`config.mk`:
```
export PLATFORM = sky130hd
export DESIGN_NAME = wwvb_pulse_decoder
export DESIGN_NICKNAME = d
export VERILOG_FILES = /design/src/rtl/wwvb_pkg.sv /design/src/rtl/wwvb_level_slicer.sv /design/src/rtl/wwvb_pulse_decoder.sv
export SDC_FILE = /design/constraint.sdc
export NUM_CORES = 1
export LEC_CHECK = 0
export ABC_AREA = 1
export BUFFER_PORTS_ARGS = -buffer_cell sky130_fd_sc_hd__buf_2
export CORE_MARGIN = 2
export CORE_UTILIZATION = 45
export DETAILED_ROUTE_END_ITERATION = 6
export PLACE_DENSITY = 0.66
export SYNTH_ARGS = -nofsm -noshare
export SYNTH_HDL_FRONTEND = slang
export SYNTH_SLANG_ARGS = --single-unit
```
`constraint.sdc`:
```
create_clock -name clk -period 5.1 [get_ports clk]
set_clock_uncertainty 0.1 [all_clocks]
set_input_delay 1.275 -clock clk [delete_from_list [all_inputs] [get_ports clk]]
set_output_delay 1.275 -clock clk [all_outputs]
set_load 0.005 [all_outputs]
```
`src/rtl/wwvb_pkg.sv`:
```
//==== wwvb_pkg : WWVB symbol codes, decoder FSM encoding, window defaults ====
//==== rev 1.0 ================================================================
`default_nettype none

package wwvb_pkg;

  localparam logic [1:0] SYM_ZERO = 2'd0;
  localparam logic [1:0] SYM_ONE  = 2'd1;
  localparam logic [1:0] SYM_MARK = 2'd2;
  localparam logic [1:0] SYM_ERR  = 2'd3;

  typedef enum logic [0:0] {
    ST_HIGH = 1'b0,
    ST_LOW  = 1'b1
  } state_t;

  // Windows in decimated samples; the frame assembler reuses these.
  localparam int THRESH_HI_DEF = 3000;
  localparam int THRESH_LO_DEF = 1000;
  localparam int ZERO_MIN_DEF  = 150;
  localparam int ZERO_MAX_DEF  = 250;
  localparam int ONE_MIN_DEF   = 450;
  localparam int ONE_MAX_DEF   = 550;
  localparam int MARK_MIN_DEF  = 750;
  localparam int MARK_MAX_DEF  = 850;
  localparam int TIMEOUT_DEF   = 1500;

endpackage

`default_nettype wire

```
`src/rtl/wwvb_level_slicer.sv`:
```
//==== wwvb_level_slicer : hysteresis comparator with level register ========
//==== rev 1.0 ================================================================
`default_nettype none

module wwvb_level_slicer
  import wwvb_pkg::*;
#(
  parameter int DATA_WIDTH = 13,
  parameter int THRESH_HI  = THRESH_HI_DEF,
  parameter int THRESH_LO  = THRESH_LO_DEF
) (
  input  logic                  clk,
  input  logic                  rst,
  input  logic                  en,
  input  logic [DATA_WIDTH-1:0] sample,
  output logic                  lvl_n,
  output logic                  level
);

  localparam logic [DATA_WIDTH-1:0] c_hi = DATA_WIDTH'(THRESH_HI);
  localparam logic [DATA_WIDTH-1:0] c_lo = DATA_WIDTH'(THRESH_LO);

  // Between the thresholds the previous level is kept.
  always_comb begin
    lvl_n = level;
    if (sample >= c_hi) begin
      lvl_n = 1'b1;
    end else if (sample <= c_lo) begin
      lvl_n = 1'b0;
    end
  end

  always_ff @(posedge clk or negedge rst) begin
    if (!rst) begin
      level <= 1'b1;
    end else if (en) begin
      level <= lvl_n;
    end
  end

endmodule

`default_nettype wire

```
`src/rtl/wwvb_pulse_decoder.sv`:
```
//==== wwvb_pulse_decoder : low-pulse length classifier for WWVB symbols ====
//==== rev 1.0 ================================================================
`default_nettype none

module wwvb_pulse_decoder
  import wwvb_pkg::*;
#(
  parameter int DATA_WIDTH = 13,
  parameter int CNT_WIDTH  = 12,
  parameter int THRESH_HI  = THRESH_HI_DEF,
  parameter int THRESH_LO  = THRESH_LO_DEF,
  parameter int ZERO_MIN   = ZERO_MIN_DEF,
  parameter int ZERO_MAX   = ZERO_MAX_DEF,
  parameter int ONE_MIN    = ONE_MIN_DEF,
  parameter int ONE_MAX    = ONE_MAX_DEF,
  parameter int MARK_MIN   = MARK_MIN_DEF,
  parameter int MARK_MAX   = MARK_MAX_DEF,
  parameter int TIMEOUT    = TIMEOUT_DEF
) (
  input  logic                  clk,
  input  logic                  rst,
  input  logic [DATA_WIDTH-1:0] input_tdata,
  input  logic                  input_tvalid,
  output logic                  input_tready,
  output logic [1:0]            output_tdata,
  output logic [CNT_WIDTH-1:0]  output_tlen,
  output logic                  output_tvalid,
  input  logic                  output_tready,
  output logic                  level
);

  localparam logic [CNT_WIDTH-1:0] c_one     = CNT_WIDTH'(1);
  localparam logic [CNT_WIDTH-1:0] c_max     = {CNT_WIDTH{1'b1}};
  localparam logic [CNT_WIDTH-1:0] c_timeout = CNT_WIDTH'(TIMEOUT);
  localparam logic [CNT_WIDTH-1:0] c_zmin    = CNT_WIDTH'(ZERO_MIN);
  localparam logic [CNT_WIDTH-1:0] c_zmax    = CNT_WIDTH'(ZERO_MAX);
  localparam logic [CNT_WIDTH-1:0] c_omin    = CNT_WIDTH'(ONE_MIN);
  localparam logic [CNT_WIDTH-1:0] c_omax    = CNT_WIDTH'(ONE_MAX);
  localparam logic [CNT_WIDTH-1:0] c_mmin    = CNT_WIDTH'(MARK_MIN);
  localparam logic [CNT_WIDTH-1:0] c_mmax    = CNT_WIDTH'(MARK_MAX);

  state_t               r_state, w_state_n;
  logic [CNT_WIDTH-1:0] r_cnt, w_cnt_n, w_cnt_inc, w_len;
  logic                 r_err_sent, w_err_n;
  logic                 w_accept, w_lvl_n, w_emit;
  logic [1:0]           w_sym, w_class;

  assign input_tready = !output_tvalid || output_tready;
  assign w_accept     = input_tvalid && input_tready;
  assign w_cnt_inc    = (r_cnt == c_max) ? r_cnt : r_cnt + c_one;

  wwvb_level_slicer #(
    .DATA_WIDTH (DATA_WIDTH),
    .THRESH_HI  (THRESH_HI),
    .THRESH_LO  (THRESH_LO)
  ) u_slicer (
    .clk    (clk),
    .rst    (rst),
    .en     (w_accept),
    .sample (input_tdata),
    .lvl_n  (w_lvl_n),
    .level  (level)
  );

  always_comb begin
    w_class = SYM_ERR;
    if (r_cnt >= c_zmin && r_cnt <= c_zmax) begin
      w_class = SYM_ZERO;
    end else if (r_cnt >= c_omin && r_cnt <= c_omax) begin
      w_class = SYM_ONE;
    end else if (r_cnt >= c_mmin && r_cnt <= c_mmax) begin
      w_class = SYM_MARK;
    end
  end

  always_comb begin
    w_state_n = r_state;
    w_cnt_n   = r_cnt;
    w_err_n   = r_err_sent;
    w_emit    = 1'b0;
    w_sym     = SYM_ZERO;
    w_len     = '0;
    if (w_accept) begin
      if (w_lvl_n != (r_state == ST_HIGH)) begin
        // Level flipped: a falling edge opens a run, a rising edge closes it.
        w_state_n = (r_state == ST_HIGH) ? ST_LOW : ST_HIGH;
        w_cnt_n   = c_one;
        w_err_n   = 1'b0;
        if (r_state == ST_LOW && !r_err_sent) begin
          w_emit = 1'b1;
          w_sym  = w_class;
          w_len  = r_cnt;
        end
      end else begin
        w_cnt_n = w_cnt_inc;
        if (w_cnt_inc == c_timeout && !r_err_sent) begin
          w_emit  = 1'b1;
          w_sym   = SYM_ERR;
          w_len   = c_timeout;
          w_err_n = 1'b1;
        end
      end
    end
  end

  always_ff @(posedge clk or negedge rst) begin
    if (!rst) begin
      r_state    <= ST_HIGH;
      r_cnt      <= '0;
      r_err_sent <= 1'b0;
    end else begin
      r_state    <= w_state_n;
      r_cnt      <= w_cnt_n;
      r_err_sent <= w_err_n;
    end
  end

  // A symbol is only produced on an accepted beat, which implies the slot is free or draining.
  always_ff @(posedge clk or negedge rst) begin
    if (!rst) begin
      output_tvalid <= 1'b0;
      output_tdata  <= SYM_ZERO;
      output_tlen   <= '0;
    end else if (w_emit) begin
      output_tvalid <= 1'b1;
      output_tdata  <= w_sym;
      output_tlen   <= w_len;
    end else if (output_tready) begin
      output_tvalid <= 1'b0;
    end
  end

endmodule

`default_nettype wire

```
* Yosys cells after proc, flatten, opt, wreduce, memory -nomap -nowiden *
Index checks and enable logic that the tools add are counted.

cells by class
  $add $sub $neg = 1
  magnitude comparators = 8
  equal/unequal tests = 3
  multiplexer cells = 24
  bitwise operators = 1
  reduce and logical (&&, ||, !) cells = 13

operator list
  cell                                                              count
  2-to-1 mux 12 bit                                                 5
  less-or-equal comparator 12 x 10 -> 1 bit, second input constant  2
  >= comparator 13 x 12 -> 1 bit, second input constant             1
  less-or-equal comparator 13 x 10 -> 1 bit, second input constant  1
  adder 12 x 1 -> 12 bit, second input constant                     1
  equality test 12 x 11 -> 1 bit, second input constant             1
  equality test 12 bit, second input constant                       1
  >= comparator 12 x 10 -> 1 bit, second input constant             1
  >= comparator 12 x 8 -> 1 bit, second input constant              1
  >= comparator 12 x 9 -> 1 bit, second input constant              1
  less-or-equal comparator 12 x 8 -> 1 bit, second input constant   1
  2-to-1 mux 1 bit                                                  12
  2-to-1 mux 2 bit                                                  6
  2-to-1 mux 11 bit                                                 1
  logical AND 1 bit                                                 6
  AND reduction 2 bit                                               2
  nonzero test 2 bit                                                2
  logical NOT 1 bit                                                 2
  logical OR 1 bit                                                  1
  inequality test 1 bit                                             1
  NOT 1 bit                                                         1

word-level totals
  bits in registers = 30
  output and inout bits = 17
  logic and storage cells = 57

* Depth between registers and ports, before layout *
  depth after elaboration = 8
  gate-level depth with buffers = 15
  depth with buffers taken out = 14

* Cells and area by module *
From an unflattened synthesis, not the netlist that was laid out.

unflattened totals
  cells, all modules = 285
  area total of the unflattened synthesis = 2005.7 um2

by module, submodules not included
  module              instances  cells an instance  area each (um2)  seq. area each (um2)
  wwvb_pulse_decoder  1          252                1844.3           725.7
  wwvb_level_slicer   1          33                 161.4            26.3

* Least setup slack after synthesis *
OpenSTA, ideal clock, no wires.

  kind = input to output
  start = in output_tready
  end = out input_tready
  arrival time = 1.378 ns
  path slack = 2.347 ns
  cell stages on the path = 2
  path through = inv_1 -> nand2_1

on the way
  cells in the longest elaborated chain, start to end = 1

ends and longest elaborated chain
  what              line                      text
  start, declared   wwvb_pulse_decoder.sv:28  input logic output_tready,
  logical OR 1 bit  wwvb_pulse_decoder.sv:48  assign input_tready = !output_tvalid || output_tready;
  end, declared     wwvb_pulse_decoder.sv:24  output logic input_tready,

No other way between the ends.

* Worst setup path after layout *
  start = in input_tdata[12]
  end = reg r_cnt[5]

on the way
  cells in the longest elaborated chain, start to end = 5

ends and longest elaborated chain
  what                                       line                       text
  start, declared                            wwvb_pulse_decoder.sv:22   input logic [DATA_WIDTH-1:0] input_tdata,
  less-or-equal comparator 13 x 10 -> 1 bit  wwvb_level_slicer.sv:28    end else if (sample <= c_lo) begin
  2-to-1 mux 1 bit                           wwvb_level_slicer.sv:28
  2-to-1 mux 1 bit *                         wwvb_level_slicer.sv:26    if (sample >= c_hi) begin
  inequality test 1 bit *                    wwvb_pulse_decoder.sv:84   if (w_lvl_n != (r_state == ST_HIGH)) begin
  2-to-1 mux 12 bit *                        wwvb_pulse_decoder.sv:84
  end signal, assigned                       wwvb_pulse_decoder.sv:113  r_cnt <= w_cnt_n;
  end, declared                              wwvb_pulse_decoder.sv:43   logic [CNT_WIDTH-1:0] r_cnt, w_cnt_n, w_cnt_inc, w_len;

Every way passes the cells marked *; elsewhere a longest branch is shown, timed or not.
A chain may end at the register's enable or synchronous reset.

==> flow_metrics.py <==
metrics = {
    "sta": {
        "rsz0062_at_grt": "false",
        "relSlewSlack_pct": 54.1,
        "tightest_slew_ns": 0.689,
        "fin_setup_tns_ns": 0,
        "timing_max_transition_violations_final": 0,
        "hold_viol": 0,
        "min_period_over_period_pct": 58.7,
        "setup-violations-final": 0,
        "timing.final.crit_period_ns": 2.99,
        "max_freq_ghz": 0.334,
    },
    "cells_and_area": {
        "ff_latch_area_um2": 752,
        "drive_above_1_share_pct": 19.3,
        "final_core_util_pct": 53.2,
        "nNetsFinal": 345,
        "antenna_cells": 0,
        "multi_input_area_um2": 1120,
        "area_growth_syn_to_layout_pct": 14.7,
        "mostFrequentLayoutCell": "nand2_1",
        "layout_common_cells": "103 x nand2_1, 33 x buf_2, 29 x nand3_1, 29 x dfrtp_1, 28 x inv_1",
        "fill_cells": 434,
    },
    "detailed_routing": {
        "drt-total-wl_um": 5070,
        "drtIter0Drc": 126,
        "ant_nets": 0,
        "firstDrtPassIters": 5,
        "routed_via_density": 5.26,
        "wire_per_inst_um": 13.4,
        "drc_errors": 0,
        "vias": 1993,
    },
    "hold_path": {
        "hold_path_depth": 2,
        "worstHoldPathType": "flop to flop",
    },
    "outcome": {
        "status": "finished, final reports clean",
    },
    "critical_path": {
        "crit_arrival_ns": 3.09,
        "start_kind": "primary input",
        "crit_fanout": 13,
        "r2r_cells": 12,
        "worst-endpoint-required_ns": 5.20,
        "end_kind": "flop",
        "worstSetupPathType": "primary input to flop",
    },
    "placed_design": {
        "hpwl_um": 3820,
        "gp_congestion": 0.904,
        "io_buffers": 33,
    },
    "floorplan": {
        "core_um2": 4320,
        "die_h_um": 70.8,
        "initial_utilization_pct": 46.4,
        "die_area_um2": 5010,
        "die_w_um": 70.8,
        "num_rows": 24,
        "io_pins": 34,
    },
    "global_routing": {
        "grt_pass1_vias": 1896,
        "grt_first_pass_wirelength_um": 8870,
        "antenna_found_initial": 0,
        "grt_max_degree": 31,
        "overflow": 0,
        "grtUsageTotal_pct": 22.4,
    },
    "clocking": {
        "holdBufCountCts": 0,
        "cts_resized": 0,
        "cts_tree": "built",
        "clock_latency_ns": 0.29,
        "h-tree-depth": 2,
        "numCtsBuffers": 5,
        "post-cts-setup-buffers": 0,
        "root_buffer": "clkbuf_8",
        "cts.sinks": 30,
        "clkTransAtPathRegs_ns": 0.06,
        "clockBufferDepth": 2,
    },
    "synth": {
        "synth-seq-area-share_pct": 37.5,
        "syn_inst": 291,
        "yosysTopAreaCellShare_pct": 36.2,
        "synth_area_um2": 2010,
        "yosys_warnings": 0,
        "yosys_register_bits": 30,
        "synth_edf_count": 0,
        "synthArstFlopShare_pct": 100,
        "syn_nets": 310,
        "syn_area_per_cell_um2": 6.89,
        "synth.distinct_cells": 31,
        "yosys-top-cells-area": "dfrtp_1 36%, nand2_1 19%, nand3_1 7.2%, inv_1 5.2%, nand4_1 4.4%",
        "yosys.area.top_type": "dfrtp_1",
        "ys.flop_type": "dfrtp_1",
    },
    "power_and_ir_drop": {
        "ir_drop_uv": 165,
        "leakage_uw": 0.00121,
        "powerDensity_nw_per_um2": 368,
    },
    "run": {
        "drv_cap": 0,
    },
}
worst max-delay path, cell delays in order:
cell     delay [ns]
buf_2          0.12
nor2_1         0.13
nand2_1        0.07
nor2_1         0.08
nand3_1        0.08
nand3_1        0.11
nand2_1        0.07
nand2_1        0.06
nand2_1        0.25
nor2_1         0.52
inv_1          0.18
o22ai_1        0.15
flip-flops by register name, indices dropped and copies added, names as in the netlist:
| signal | flops |
|---|---|
| output_tlen | 12 |
| r_cnt | 12 |
| output_tdata | 2 |
| output_tvalid | 1 |
| r_err_sent | 1 |
| r_state | 1 |
| u_slicer.level | 1 |
stage by stage:
stage / instances / hold WS (ns) / setup WS (ns) / power, µW / area (µm²)
2_1_floorplan: 291 / 0.364 / 2.35 / 548 / 2010
3_3_place_gp: 371 / 0.351 / 1.94 / 646 / 2210
3_5_place_dp: 371 / 0.354 / 1.83 / 648 / 2210
4_1_cts: 379 / 0.371 / 2.11 / 855 / 2300
5_1_grt: 379 / 0.408 / 1.78 / 922 / 2300
6_report: 379 / 0.362 / 2.11 / 847 / 2300
cell usage after synthesis (4+ instances only):
| cell type | count |
|---|---|
| nand2_1 | 103 |
| nor2_2 | 4 |
| nor3_1 | 6 |
| nand2_2 | 10 |
| nand3_1 | 29 |
| a21oi_1 | 4 |
| inv_1 | 28 |
| nand4_1 | 14 |
| o22ai_1 | 6 |
| nor2_1 | 21 |
| o21ai_0 | 13 |
| dfrtp_1 | 29 |
layer usage:
layer / up-vias / wire (µm) / track usage [%]
li1: 1031 / - / -
met1: 898 / 2380 / 29.6
met2: 55 / 2330 / 35.6
met3: 9 / 257 / 3.70
met4: 0 / 106 / 10.9
met5: - / 0 / 0
cell families (layout without fill, tap and decap cells):
kind of cell | count (synthesis) | count (layout) | synth area share (%)
simple gates | 195 | 195 | 45.7
xor+xnor | 2 | 2 | 0.874
flops | 30 | 30 | 37.5
fa+ha+maj | 2 | 2 | 1.25
buf+inv | 34 | 70 | 6.80
compound gates | 28 | 28 | 7.92
final timing paths:
kind	startpoint	to	slack [ns]
min in group asynchronous	rst	r_cnt[2]$_DFFE_PN0P_	0.92
setup / recovery	input_tdata[12]	r_cnt[5]$_DFFE_PN0P_	2.11
hold / removal	output_tlen[5]$_DFFE_PN0P_	output_tlen[5]$_DFFE_PN0P_	0.36
max in group asynchronous	rst	output_tlen[11]$_DFFE_PN0P_	3.53
hold reg to reg	output_tlen[5]$_DFFE_PN0P_	output_tlen[5]$_DFFE_PN0P_	0.36
setup reg to reg	r_cnt[1]$_DFFE_PN0P_	output_tlen[0]$_DFFE_PN0P_	2.59
final cells by class:
cell class                      instances  area share, %
Inverter                               29           4.73
Multi-Input combinational cell        227           48.6
Timing Repair Buffer                   33           7.18
Clock buffer                            7           3.75
Sequential cell                        30           32.7
Clock inverter                          1          0.218
Tap cell                               52           2.83
where the power goes:
part / total [µW] / internal, µW / switching (µW)
clock network: 202 / 109 / 93.3
logic: 289 / 109 / 181
registers: 356 / 299 / 56.5
total: 847 / 517 / 330
Power figures use the tool's default switching activity.
